===== config.mk =====
export PLATFORM = sky130hd
export DESIGN_NAME = mult_accum
export DESIGN_NICKNAME = d
export VERILOG_FILES = /design/src/rtl/mult_accum.sv
export SDC_FILE = /design/constraint.sdc
export NUM_CORES = 1
export LEC_CHECK = 0
export CORE_ASPECT_RATIO = 0.9
export CORE_MARGIN = 1.5
export CORE_UTILIZATION = 45
export CTS_BUF_LIST = sky130_fd_sc_hd__clkbuf_8
export DETAILED_ROUTE_END_ITERATION = 10
export HOLD_SLACK_MARGIN = 0.06
export PLACE_DENSITY = 0.85
export RECOVER_POWER = 50
export SETUP_SLACK_MARGIN = 0.2
export SLEW_MARGIN = 20
export SYNTH_ARGS = -nofsm -noshare
export SYNTH_HDL_FRONTEND = slang
export SYNTH_SLANG_ARGS = --single-unit

===== constraint.sdc =====
create_clock -name clock -period 1.8 [get_ports clock]
set_input_delay 0.18 -clock clock [delete_from_list [all_inputs] [get_ports clock]]
set_output_delay 0.18 -clock clock [all_outputs]
set_load 0.1 [all_outputs]

===== src/rtl/mult_accum.sv =====
// mult_accum: sums COUNT unsigned 10-bit products into an ACC_W-bit result.
// ACCUM collects products through a valid/ready handshake; HOLD presents the
// finished group sum until the downstream stage takes it.
// Optional build macro MULT_ACCUM_SAT_EN clamps the accumulator at its maximum
// value instead of wrapping when an addition carries out.
module mult_accum #(
   parameter int ACC_W = 16,
   parameter int COUNT = 4
) (
   input  logic             clock,
   input  logic             reset,
   input  logic             clear,
   input  logic             in_valid,
   output logic             in_ready,
   input  logic [9:0]       product,
   output logic             out_valid,
   input  logic             out_ready,
   output logic [ACC_W-1:0] acc_out,
   output logic             overflow
);

   // Counter is wide enough to hold COUNT itself, which keeps COUNT = 1 legal.
   localparam int                CNT_W = $clog2(COUNT + 1);
   localparam logic [CNT_W-1:0] LAST  = CNT_W'(COUNT - 1);

   typedef enum logic {
      ACCUM = 1'b0,
      HOLD  = 1'b1
   } state_t;

   state_t           state_reg, state_next;
   logic [ACC_W-1:0] acc_reg, acc_next;
   logic [CNT_W-1:0] count_reg, count_next;
   logic             overflow_reg, overflow_next;
   logic [ACC_W:0]   sum;
   logic [ACC_W-1:0] add_result;

   // One extra bit on the adder exposes the carry out of bit ACC_W-1.
   assign sum = {1'b0, acc_reg} + {{(ACC_W - 9){1'b0}}, product};

`ifdef MULT_ACCUM_SAT_EN
   // Clamp at all-ones on carry; products are unsigned, so once clamped the
   // value can only stay at the maximum for the rest of the group.
   assign add_result = sum[ACC_W] ? {ACC_W{1'b1}} : sum[ACC_W-1:0];
`else
   // Plain modulo-2^ACC_W wrap.
   assign add_result = sum[ACC_W-1:0];
`endif

   // Handshake outputs decode straight from registers so they are glitch free.
   assign in_ready  = (state_reg == ACCUM);
   assign out_valid = (state_reg == HOLD);
   assign acc_out   = acc_reg;
   assign overflow  = overflow_reg;

   // State and datapath registers; reset clears everything immediately.
   always_ff @(posedge clock or posedge reset) begin
      if (reset) begin
         state_reg    <= ACCUM;
         acc_reg      <= '0;
         count_reg    <= '0;
         overflow_reg <= 1'b0;
      end else begin
         state_reg    <= state_next;
         acc_reg      <= acc_next;
         count_reg    <= count_next;
         overflow_reg <= overflow_next;
      end
   end

   // Next-state and datapath decisions; clear overrides accept and handoff.
   always_comb begin
      state_next    = state_reg;
      acc_next      = acc_reg;
      count_next    = count_reg;
      overflow_next = overflow_reg;
      if (clear) begin
         state_next    = ACCUM;
         acc_next      = '0;
         count_next    = '0;
         overflow_next = 1'b0;
      end else begin
         case (state_reg)
            ACCUM: begin
               if (in_valid) begin
                  acc_next      = add_result;
                  count_next    = count_reg + CNT_W'(1);
                  overflow_next = overflow_reg | sum[ACC_W];
                  if (count_reg == LAST) begin
                     state_next = HOLD;
                  end
               end
            end
            HOLD: begin
               if (out_ready) begin
                  state_next    = ACCUM;
                  acc_next      = '0;
                  count_next    = '0;
                  overflow_next = 1'b0;
               end
            end
            default: begin
               state_next = ACCUM;
            end
         endcase
      end
   end

endmodule


=== After elaboration in Yosys (flattened, before gate mapping) ===
Index checks and enable logic that the tools add are counted.

* Bits in read-only memories: 0
* Output and inout bits: 19
* Memories: 0
* Word-level logic and storage cells: 29
* Bits of input ports: 15
* Register bits after elaboration: 21
* Latch bits: 0
* RAM bits: 0

* Bitwise logic cells: 2
* Divide/modulo/power cells: 0
* Reductions and logical operators: 1
* Multiply operators: 0
* Add/sub/neg operators: 2
* Equality and inequality tests: 3
* $lt $le $gt $ge: 0
* Shift-type cells: 0
* Mux-type cells: 17

{| class="wikitable"
|+ Operators by type and width
! kind !! count
|-
| $mux 16 || 3
|-
| $pmux 16 s2 || 1
|-
| $add 16x10->17 || 1
|-
| $mux 3 || 3
|-
| $mux 1 || 7
|-
| $ne 3x3->1 const B || 2
|-
| $pmux 3 s2 || 1
|-
| $pmux 1 s2 || 2
|-
| $add 3x1->3 const B || 1
|-
| $eq 3x2->1 const B || 1
|-
| $reduce_and 2->1 || 1
|-
| $not 1->1 || 1
|-
| $or 1x1->1 || 1
|}

=== Longest topological paths before layout ===
* Depth after elaboration: 5
* Gate-level depth with buffers: 8
* Depth with buffers taken out: 8

=== Least setup slack after synthesis ===
No wires, ideal clock.

* Kind: reg2reg
* Start point: register acc_reg[0], in the netlist acc_out[0]
* End point: register acc_reg[12], in the netlist acc_out[12]
* Clock period less this slack: 2669 ps
* Library setup time: 129 ps
* Stages on the path, launching flop included: 9
* Data arrival time: 2541 ps
* Setup slack: -869 ps
* Buffers on the path: 0
* Data required time: 1671 ps
* Path through: dfrtp_1 > ha_1 > inv_1 > fa_1 > nand2b_1 > a21oi_1 > o211a_1 > o2111ai_1 > mux2i_1

* Cells in the longest elaborated chain, start to end: 4

{| class="wikitable"
|+ Ends and longest elaborated chain
! what !! line !! text
|-
| from (decl) || 32 || <nowiki>logic [ACC_W-1:0] acc_reg, acc_next;</nowiki>
|-
| from (signal assigned) || 65 || <nowiki>acc_reg <= acc_next;</nowiki>
|-
| $add 16x10->17 || 39 || <nowiki>assign sum = {1'b0, acc_reg} + {{(ACC_W - 9){1'b0}}, product};</nowiki>
|-
| $mux 16 || 85 || <nowiki>if (in_valid) begin</nowiki>
|-
| $pmux 16 s2 || 83 || <nowiki>case (state_reg)</nowiki>
|-
| $mux 16 || 77 || <nowiki>if (clear) begin</nowiki>
|}

No other way between the ends. The select of a mux whose other input is x is not followed.
A chain may end at the register's enable or synchronous reset.

=== Worst setup path in the final report ===
* Start point: register acc_reg[5], in the netlist acc_out[5]
* End point: register acc_reg[12], in the netlist acc_out[12]

The elaborated chain is that of the path after synthesis.

==> impl_summary.md <==
Timing
The worst setup skew after layout is 0.00351 ns. The final critical path time including I/O delays and setup is 2.03 ns. The headroom to the max-slew limit is 0.184. The total negative slack for setup checks is -1.38 ns. The final critical-path share of the clock period is 1.13. For the pin with the worst max-slew slack, the measured transition is 1.22 ns.

Setup violations remaining at the end of the flow were counted as 11. On the final layout, the worst hold slack is 0.447 ns. Setup repair after global routing could not meet its margin everywhere. The number of max-slew violations in the final report is 0. The peak clock frequency supported by timing is between 400 and 500 MHz.

The number of endpoints with negative hold slack in the final report was 0. The final worst slack is -0.233 ns.

Yosys
The count of cell types in the netlist is 33. The net count of the mapped netlist is roughly 180. Of all flip-flops after synthesis, the portion carrying an async set or reset was 1.00.

The average instance in the mapped netlist occupies 9.03 µm². The register bit count reported by yosys is 21. The prevailing post-synth register cell is sky130_fd_sc_hd__dfrtp_1. The cell type with the highest aggregate area in the netlist is sky130_fd_sc_hd__dfrtp_1. The area share of the largest cell type after synthesis is 0.373. Summing every instance area after synthesis gives 1410 µm². The count of flip-flops with a built-in enable after synthesis is 0. For this run, the register share of the synthesized area comes to 0.373. The number of warnings reported in the yosys synthesis log is 0.

In the post-synthesis netlist, the biggest area contributors are sky130_fd_sc_hd__dfrtp_1 37%, sky130_fd_sc_hd__ha_1 11%, sky130_fd_sc_hd__o21ai_0 5.3%, sky130_fd_sc_hd__nand2_1 4.5%, sky130_fd_sc_hd__a21oi_1 4.3%. After technology mapping, the gate count stands at 156.

Routing
For this run, design rule violations remaining after detail routing come to 0. The final routed wirelength across all metal layers is around 5.4 mm. The average vias per placed instance is about 6. For this block, the initial DRC count from the detailed router was 120. The count of antenna-violating nets left after detailed routing is 0. For this block, the via count after detailed routing is 1,668. The number of detailed-routing iterations run before antenna repair is 5. The routed length per instance is 19.8 µm.

Critical path
The critical path ends at acc_out[12]. The launch point of the critical path is acc_out[5]. Of all nets on the critical path, the largest fanout is 5. The launching point of the worst reg2reg path is acc_out[5]. The type of the setup path with the least slack is reg2reg. The length in cells of the worst reg-to-reg path is 6.

In this run the number of cells on the critical path is 6. The worst stage delay on the critical path is ~0.49 ns. The worst setup path is launched from a flip-flop. The data arrival time of the critical path is about 2.2 ns. The kind of cell with the highest combined delay along the critical path is compound AO/OA/AOI/OAI gates. The number of buffers and inverters on the critical path is 0. Among all stages on the critical path, the largest delay is contributed by sky130_fd_sc_hd__dfrtp_4. STA puts the critical path data required time at 1.98 ns. The register-to-register path setup slack is -0.23 ns.

The type of element capturing the critical path is a flip-flop. The endpoint of the lowest-slack register-to-register path is acc_out[12]. Walking the worst path, the cells encountered are ha_4 > a21o_1 > or3_4 > o211a_4 > o2111ai_2 > mux2i_1.

Place
Prior to clock tree synthesis, the placed netlist has a worst setup slack of -0.436 ns. The placed instance count is 260. Routability-driven placement finished with a final weighted congestion of roughly 0.8. Input and output buffers added on the ports amount to 33. The wire-length estimate of the detail-placed layout is slightly below 3 mm.

GRT
The number of global-route vias before repair was between 1,500 and 2,000. The initial antenna violation count was 0. The largest net degree at the start of global routing is 22. The first global-routing pass estimated 7.35 mm of wire. The aggregate global-route resource usage is 0.281. The final global-route overflow total is 0.

Clocking
The CTS clock-pin slew for the worst setup and hold paths is around 0.08 ns. For this design, the CTS-stage hold fixing added 0 buffers. At the later pin of the worst-skew pair, clock insertion delay measures about 0.26 ns. The cell sitting at the root of the clock tree is a sky130_fd_sc_hd__clkbuf_8. The depth of the CTS H-tree is 1.

The clock net sink count is 21. TritonCTS built the clock tree. The number of buffers added by the clock tree synthesis step is 3. The longest clock path from root to sink contains 2 buffers.

Pwr
The standby leakage power is around 1.1 nW. Dividing total power by cell area gives a power density of between 700 and 800 nW/µm². The worst supply voltage drop on vdd is 381 µV.

Floorplan
For this configuration, the core starts out at a cell density of 0.467. The chip width is 62.0 µm. The row count is 19. The overall die height is ~56 µm. The die covers approximately 3500 µm². The number of I/O pins is 34. The floorplan step defined a core boundary enclosing between 3000 and 4000 µm².

Worst hold path
The origin of the worst min-delay path is product[0]. The tightest min-delay check is of the in2reg type.

Run status
The final reports fail on negative setup slack. The flow ran to the end, but the final reports show violations.

Flow run
The number of violations of the max-capacitance limit is 0.

Final layout
The number of antenna diodes in the final layout is 0. Leaving out fill and tap cells, the most frequent cell in the layout is sky130_fd_sc_hd__buf_4. The area taken by flip-flops and latches is 562 µm². In the final layout, the share of cells above drive strength 1 is 0.450.

The area of the multi-input gates is 1120 µm². The top cell types in the final layout, fill and taps aside, are 42 x sky130_fd_sc_hd__buf_4, 17 x sky130_fd_sc_hd__nand2_1, 12 x sky130_fd_sc_hd__clkdlybuf4s50_1. The layout filler cell count is approximately 170. The register with the most flip-flops in the layout has 16 of them.

Compared with the post-synthesis result, the final layout area differs by 74.4%. The final non-filler cell total is 273. The number of nets in the layout is 260.
## layer usage
metal	GRT usage	up-vias	share of wire
li1	-	723	-
met1	0.351	800	0.39
met2	0.482	117	0.48
met3	0.0395	28	0.084
met4	0.0881	0	0.045
met5	0	-	0
## cell usage after synthesis (2+ instances only)
cell type / count
sky130_fd_sc_hd__a211o_1: 2
sky130_fd_sc_hd__a211oi_1: 2
sky130_fd_sc_hd__a21o_1: 5
sky130_fd_sc_hd__a21oi_1: 12
sky130_fd_sc_hd__a22o_1: 2
sky130_fd_sc_hd__clkbuf_1: 2
sky130_fd_sc_hd__dfrtp_1: 21
sky130_fd_sc_hd__ha_1: 12
sky130_fd_sc_hd__inv_1: 6
sky130_fd_sc_hd__mux2i_1: 3
sky130_fd_sc_hd__nand2_1: 17
sky130_fd_sc_hd__nand2b_1: 9
sky130_fd_sc_hd__nand3_1: 4
sky130_fd_sc_hd__nand4_1: 2
sky130_fd_sc_hd__nor2_1: 10
sky130_fd_sc_hd__nor2b_1: 2
sky130_fd_sc_hd__nor3_1: 2
sky130_fd_sc_hd__o2111ai_1: 3
sky130_fd_sc_hd__o211ai_1: 6
sky130_fd_sc_hd__o21ai_0: 15
sky130_fd_sc_hd__or3_1: 2
sky130_fd_sc_hd__xor2_1: 6
## tightest hold or removal path, stage by stage
cell and delay, ns:
sky130_fd_sc_hd__dlygate4sd2_1 0.24, sky130_fd_sc_hd__ha_4 0.14, sky130_fd_sc_hd__a22o_1 0.12
## report_power, final
group | switching [W] | internal, W
Sequential | 0.0000464 | 0.000525
Clock | 0.000160 | 0.000152
Combinational | 0.000613 | 0.000418
Total | 0.000819 | 0.00110
## through the flow
stage	total power, W	cell area (µm²)	util
final	0.00191	2460	0.814
after global routing	0.00198	2460	0.814
after CTS	0.00180	2370	0.785
after detailed placement	0.00141	2210	0.731
after global placement	0.00139	2210	0.731
after floorplan	0.00114	1600	-
## final cells by class
type                    instances  area share
clock buffers                   3      0.0168
clock inverters                 1     0.00153
inverters                       6      0.0107
multi-input cells             127       0.455
flip-flops and latches         21       0.229
well taps                      42      0.0214
repair buffers                 73       0.266
## worst min path at each step
| stage | cells after the start | slack [ns] | endpoint |
|---|---|---|---|
| 2_1_floorplan | 1 | 0.16 | acc_out[0] |
| 3_3_place_gp | 2 | 0.46 | count_reg[2] |
| 3_5_place_dp | 2 | 0.47 | count_reg[2] |
| 4_1_cts | 3 | 0.25 | count_reg[1] |
| 5_1_grt | 3 | 0.47 | acc_out[0] |
| 6_report | 3 | 0.45 | acc_out[0] |
## what timing repair did
item                                    4_1_cts  5_1_grt
buffers inserted                              6        3
endpoints found under the setup margin       19       14
pin swaps                                    21       23
gates resized for setup                      17       17
## kinds of logic after synthesis
kind of cell | count (synthesis) | synth area share
and+or+nand+nor | 52 | 0.179
DFF | 21 | 0.373
muxes | 3 | 0.0213
adders and majority gates | 13 | 0.121
xor gates and xnor gates | 6 | 0.0373
buffers and inverters | 8 | 0.0213
AOI/OAI and AO/OA | 53 | 0.248
(Power assumes the default switching activity.)
